`src/rtl/fb_line_fetcher.sv`:
```
// Framebuffer prefetch: arbitrated word fetch into a small FIFO, then 2-bpp
// serialisation through a 4-entry palette to a registered rgb output.
module fb_line_fetcher #(
    parameter int unsigned FIFO_DEPTH = 4,
    parameter logic [14:0] BASE_ADDR  = 15'h4000,
    parameter logic [15:0] PAL_INIT   = 16'h7410
) (
    input  logic        clk,
    input  logic        reset,
    input  logic        display_on,
    input  logic [8:0]  hpos,
    input  logic        vsync,
    output logic        mem_req,
    output logic [14:0] mem_addr,
    input  logic        mem_ack,
    input  logic [15:0] mem_data,
    input  logic        pal_we,
    input  logic [1:0]  pal_idx,
    input  logic [3:0]  pal_data,
    output logic [3:0]  rgb,
    output logic        underflow,
    input  logic        status_clr
);
    localparam int unsigned PTR_W = $clog2(FIFO_DEPTH);
    localparam int unsigned CNT_W = PTR_W + 1;

    typedef enum logic {IDLE, REQ} state_t;

    state_t           state;
    logic [12:0]      fetch_idx;
    logic [15:0]      fifo_mem [FIFO_DEPTH];
    logic [PTR_W-1:0] wr_ptr;
    logic [PTR_W-1:0] rd_ptr;
    logic [CNT_W-1:0] count;
    logic [3:0]       palette [4];
    logic [15:0]      shifter;

    logic        fifo_empty_c;
    logic        load_c;
    logic        push_c;
    logic        pop_c;
    logic        uf_set_c;
    logic [15:0] load_word_c;
    logic [15:0] shift_word_c;
    logic [1:0]  pix_c;
    logic        hpos_unused_c;

    // Only the pixel-within-word bits of hpos matter here.
    assign hpos_unused_c = ^hpos[8:3];

    always_comb begin
        fifo_empty_c = (count == '0);
        load_c       = display_on && (hpos[2:0] == 3'd0);
        pop_c        = load_c && !fifo_empty_c;
        uf_set_c     = load_c && fifo_empty_c;
        push_c       = (state == REQ) && mem_ack && !vsync;
        load_word_c  = fifo_empty_c ? 16'h0000 : fifo_mem[rd_ptr];
        shift_word_c = {shifter[13:0], 2'b00};
        pix_c        = load_c ? load_word_c[15:14] : shifter[13:12];
    end

    // Fetch FSM: one outstanding request; vsync flushes and rewinds to the frame start.
    always_ff @(posedge clk or negedge reset) begin
        if (!reset) begin
            state     <= IDLE;
            mem_req   <= 1'b0;
            mem_addr  <= BASE_ADDR;
            fetch_idx <= '0;
        end else if (vsync) begin
            state     <= IDLE;
            mem_req   <= 1'b0;
            fetch_idx <= '0;
        end else begin
            case (state)
                IDLE: begin
                    if (count < CNT_W'(FIFO_DEPTH)) begin
                        state    <= REQ;
                        mem_req  <= 1'b1;
                        mem_addr <= BASE_ADDR + 15'(fetch_idx);
                    end
                end
                REQ: begin
                    if (mem_ack) begin
                        state     <= IDLE;
                        mem_req   <= 1'b0;
                        fetch_idx <= fetch_idx + 13'd1;
                    end
                end
            endcase
        end
    end

    always_ff @(posedge clk) begin
        if (push_c) fifo_mem[wr_ptr] <= mem_data;
    end

    always_ff @(posedge clk or negedge reset) begin
        if (!reset) begin
            wr_ptr <= '0;
            rd_ptr <= '0;
            count  <= '0;
        end else if (vsync) begin
            wr_ptr <= '0;
            rd_ptr <= '0;
            count  <= '0;
        end else begin
            if (push_c) wr_ptr <= wr_ptr + PTR_W'(1);
            if (pop_c)  rd_ptr <= rd_ptr + PTR_W'(1);
            if (push_c && !pop_c)      count <= count + CNT_W'(1);
            else if (pop_c && !push_c) count <= count - CNT_W'(1);
        end
    end

    // Pixel serialiser, palette and sticky underflow.
    always_ff @(posedge clk or negedge reset) begin
        if (!reset) begin
            shifter   <= '0;
            rgb       <= 4'h0;
            underflow <= 1'b0;
            for (int i = 0; i < 4; i++) palette[i] <= PAL_INIT[4*i +: 4];
        end else begin
            if (display_on) begin
                shifter <= load_c ? load_word_c : shift_word_c;
                rgb     <= palette[pix_c];
            end else begin
                rgb <= 4'h0;
            end
            if (uf_set_c)        underflow <= 1'b1;
            else if (status_clr) underflow <= 1'b0;
            if (pal_we) palette[pal_idx] <= pal_data;
        end
    end
endmodule

```
`config.mk`:
```
export PLATFORM = sky130hd
export DESIGN_NAME = fb_line_fetcher
export DESIGN_NICKNAME = d
export VERILOG_FILES = /design/src/rtl/fb_line_fetcher.sv
export SDC_FILE = /design/constraint.sdc
export NUM_CORES = 1
export LEC_CHECK = 0
export ABC_AREA = 1
export BUFFER_PORTS_ARGS = -buffer_cell sky130_fd_sc_hd__buf_2
export CAP_MARGIN = 5
export CORE_MARGIN = 8
export CORE_UTILIZATION = 50
export CTS_BUF_LIST = sky130_fd_sc_hd__clkbuf_8
export DETAILED_ROUTE_END_ITERATION = 8
export GPL_ROUTABILITY_DRIVEN = 0
export HOLD_SLACK_MARGIN = 0.02
export PLACE_DENSITY = 0.69
export SKIP_CTS_REPAIR_TIMING = 1
export SYNTH_ARGS = -nofsm -noshare
export SYNTH_HDL_FRONTEND = slang
export SYNTH_SLANG_ARGS = --single-unit
```
`constraint.sdc`:
```
create_clock -name clk -period 2.5 [get_ports clk]
set_clock_uncertainty 0.05 [all_clocks]
set_input_delay 0.25 -clock clk [delete_from_list [all_inputs] [get_ports clk]]
set_output_delay 0.25 -clock clk [all_outputs]
set_load 0.005 [all_outputs]
```
==> impl_metrics.yaml <==
status:
  status: "finished clean"
synthesis:
  syn_inst: 539
  synth_area_um2: 5700
  ys_seq_elements: 134
  avgSynthCellArea_um2: 10.6
  yosysSeqAreaShare: 0.646
  syn_nets: 583
  synth_cell_types: 38
  yosysWarnings: 0
cts:
  numCtsBuffers: 17
  cts_root_buffer: "clkbuf_8"
  clock_latency_ns: 0.44
  htree_levels: 4
  clkSinkCount: 134
  tritoncts: "done"
  clk_pin_slew_ns: 0.08
  clk_path_buf_depth: 2
cells_and_area:
  drive_above_1_share: 0.192
  fin_cells: 774
  nets: 662
  final_design_area_no_fill_um2: 6740
  area_delta_synth_final_pct: 18.3
  fillCellCount: 887
  diodes: 0
routing:
  drt_pass1_iterations: 5
  vias: 4049
  routed_wl_um: 11800
  drc: 0
  antenna_left: 0
  viasPerCell: 5.23
  drtIter0Drc: 325
  wl_per_cell_um: 15.3
grt:
  grt_pass1_wl_um: 19200
  track_usage: 0.165
  grt_pass1_vias: 3933
  grt_antenna_before_repair: 0
  grt_max_degree: 34
  overflow: 0
worst_setup_path:
  crit_arrival_ns: 2.13
  cp.required_ns: 2.81
  crit_path_start_kind: "register"
  path_class: "reg2reg"
  critPathMaxFanout: 5
  critical_path.endpoint_type: "register"
pwr:
  powerDensity_nw_per_um2: 724
  power.total_mw: 4.88
  ir_worst_vdd_uv: 348
  total_leakage_power_nw: 2.89
placement:
  io_buffers: 50
  dpl.cell_count: 724
  pre_cts_ws_ns: 0.433
  place_area_um2: 6100
  dpl.hpwl_um: 7740
sta:
  drv_slew: 0
  fmax_ghz: 0.550
  finalHoldViolations: 0
  rsz0062_at_grt: "false"
  setup_viol: 0
  worst_slack_ns: 0.681
  finalCritPeriodShare: 0.728
  tns_ns: 0
  maxSlewHeadroom: 0.554
  fin_crit_ns: 1.82
  worst_pin_slew_ns: 0.667
die:
  start_util: 0.505
  die_w_um: 123
  io_pins: 59
  num_rows: 39
  dieArea_um2: 15100
  chipHeight_um: 123
  core_area_um2: 11300
min_path:
  hp-class: "in2reg"
run:
  max_cap_violations: 0
-- critical path: stages, from the launching register on --
cell and delay (ns):
dfrtp_1 0.46, nor3_2 0.10, nor2_4 0.10, inv_2 0.06, nand2_4 0.06, inv_1 0.05
fa_1 0.38, xnor2_1 0.19, xor2_1 0.16, nand2_1 0.06, o21ai_1 0.08
-- synth_stat cells --
cell / number / share of area
a21oi_1: 14 / 0.012
a21oi_2: 1 / 0.0015
a22o_1: 2 / 0.0031
a22oi_1: 12 / 0.016
and3_1: 1 / 0.0011
buf_2: 3 / 0.0026
buf_4: 6 / 0.0079
buf_6: 2 / 0.0040
clkbuf_1: 8 / 0.0053
clkbuf_2: 1 / 0.00088
conb_1: 2 / 0.0013
dfrtp_1: 65 / 0.29
dfstp_2: 5 / 0.023
edfxtp_1: 64 / 0.34
fa_1: 1 / 0.0035
ha_1: 5 / 0.011
inv_1: 56 / 0.037
inv_2: 4 / 0.0026
mux2_2: 3 / 0.0059
nand2_1: 85 / 0.056
nand2_2: 6 / 0.0066
nand2_4: 2 / 0.0040
nand3_1: 26 / 0.023
nand3b_1: 5 / 0.0066
nand4_1: 4 / 0.0044
nor2_1: 46 / 0.030
nor2_2: 3 / 0.0033
nor2_4: 1 / 0.0020
nor3_1: 3 / 0.0026
nor3_2: 1 / 0.0018
nor3_4: 1 / 0.0029
o21a_1: 1 / 0.0013
o21ai_0: 78 / 0.069
o21ai_1: 3 / 0.0026
o21ai_2: 1 / 0.0015
o22ai_1: 15 / 0.016
xnor2_1: 1 / 0.0015
xor2_1: 2 / 0.0031
-- area by class of cell --
cell class,instances,area [um2],share of cell area
sequential,134,3680,0.546
multi-input combinational,325,1670,0.248
timing repair buffer,80,520,0.0773
clock buffer,17,234,0.0347
clock inverter,15,225,0.0334
inverter,60,225,0.0334
tap,143,179,0.0266
-- sequential cells by signal, summed over array words and instances (netlist names) --
register	count
mem_req	1
rgb	4
state	1
fifo_mem	64
underflow	1
count	3
wr_ptr	2
rd_ptr	2
palette	16
shifter	14
fetch_idx	13
mem_addr	13
-- through the flow --
| step | utilization | hold slack [ns] |
|---|---|---|
| 5_1_grt | 0.598 | 0.0518 |
| 3_5_place_dp | 0.541 | 0.233 |
| 6_report | 0.598 | 0.0673 |
| 3_3_place_gp | 0.541 | 0.226 |
| 2_1_floorplan | - | -0.0956 |
| 4_1_cts | 0.582 | -0.253 |
-- final timing paths --
check | from | slack [ns] | end | cells after the start
min in group asynchronous | reset | 0.29 | palette[9]$_DFFE_PN0P_ | 2
min reg2reg | palette[0]$_DFFE_PN1P_ | 0.44 | palette[0]$_DFFE_PN1P_ | 2
min | pal_data[2] | 0.07 | palette[2]$_DFFE_PN1P_ | 3
max reg2reg | count[2]$_DFFE_PN0P_ | 0.68 | count[2]$_DFFE_PN0P_ | 10
max in group asynchronous | reset | 1.37 | shifter[6]$_DFFE_PN0P_ | 3
max | count[2]$_DFFE_PN0P_ | 0.68 | count[2]$_DFFE_PN0P_ | 10
-- cell usage in the layout (no fill, tap or decap), types with 2 or more instances in the layout --
cell type / netlist / final
o21ai_1: 3 / 3
ha_1: 5 / 5
inv_1: 56 / 56
o22ai_1: 15 / 15
a22oi_1: 12 / 12
mux2_2: 3 / 3
buf_4: 6 / 12
edfxtp_1: 64 / 64
nand2_2: 6 / 6
nor2_1: 46 / 46
conb_1: 2 / 2
o21ai_0: 78 / 78
xor2_1: 2 / 2
inv_2: 4 / 4
buf_2: 3 / 50
dfstp_2: 5 / 5
nand3_1: 26 / 26
inv_6: 0 / 4
clkbuf_8: 0 / 17
dfrtp_1: 65 / 65
dlygate4sd3_1: 0 / 18
nand2_4: 2 / 2
a22o_1: 2 / 2
clkinvlp_4: 0 / 3
nor3_1: 3 / 3
a21oi_1: 14 / 14
nand3b_1: 5 / 5
nor2_2: 3 / 3
nand2_1: 85 / 85
nand4_1: 4 / 4
bufinv_16: 0 / 5
-- cells by family (layout without fill, tap and decap cells) --
| family | Yosys count | count (layout) | share of synthesized area |
|---|---|---|---|
| simple gates | 184 | 184 | 0.144 |
| xor+xnor | 3 | 3 | 0.00461 |
| buf+inv | 80 | 172 | 0.0602 |
| other cells | 2 | 2 | 0.00132 |
| flops | 134 | 134 | 0.646 |
| mux | 3 | 3 | 0.00593 |
| fa+ha+maj | 6 | 6 | 0.0145 |
| compound gates | 127 | 127 | 0.123 |
-- per-layer routing --
metal | track usage | share of wire
met1 | 0.210 | 0.46
met2 | 0.261 | 0.47
met3 | 0.0474 | 0.053
met4 | 0.0701 | 0.021
met5 | 0 | 0
-- power breakdown --
group	switching (mW)	internal (mW)	total, mW
Clock	0.863	1.19	2.06
Sequential	0.0483	2.41	2.46
Combinational	0.215	0.142	0.357
Power figures use the tool's default switching activity.
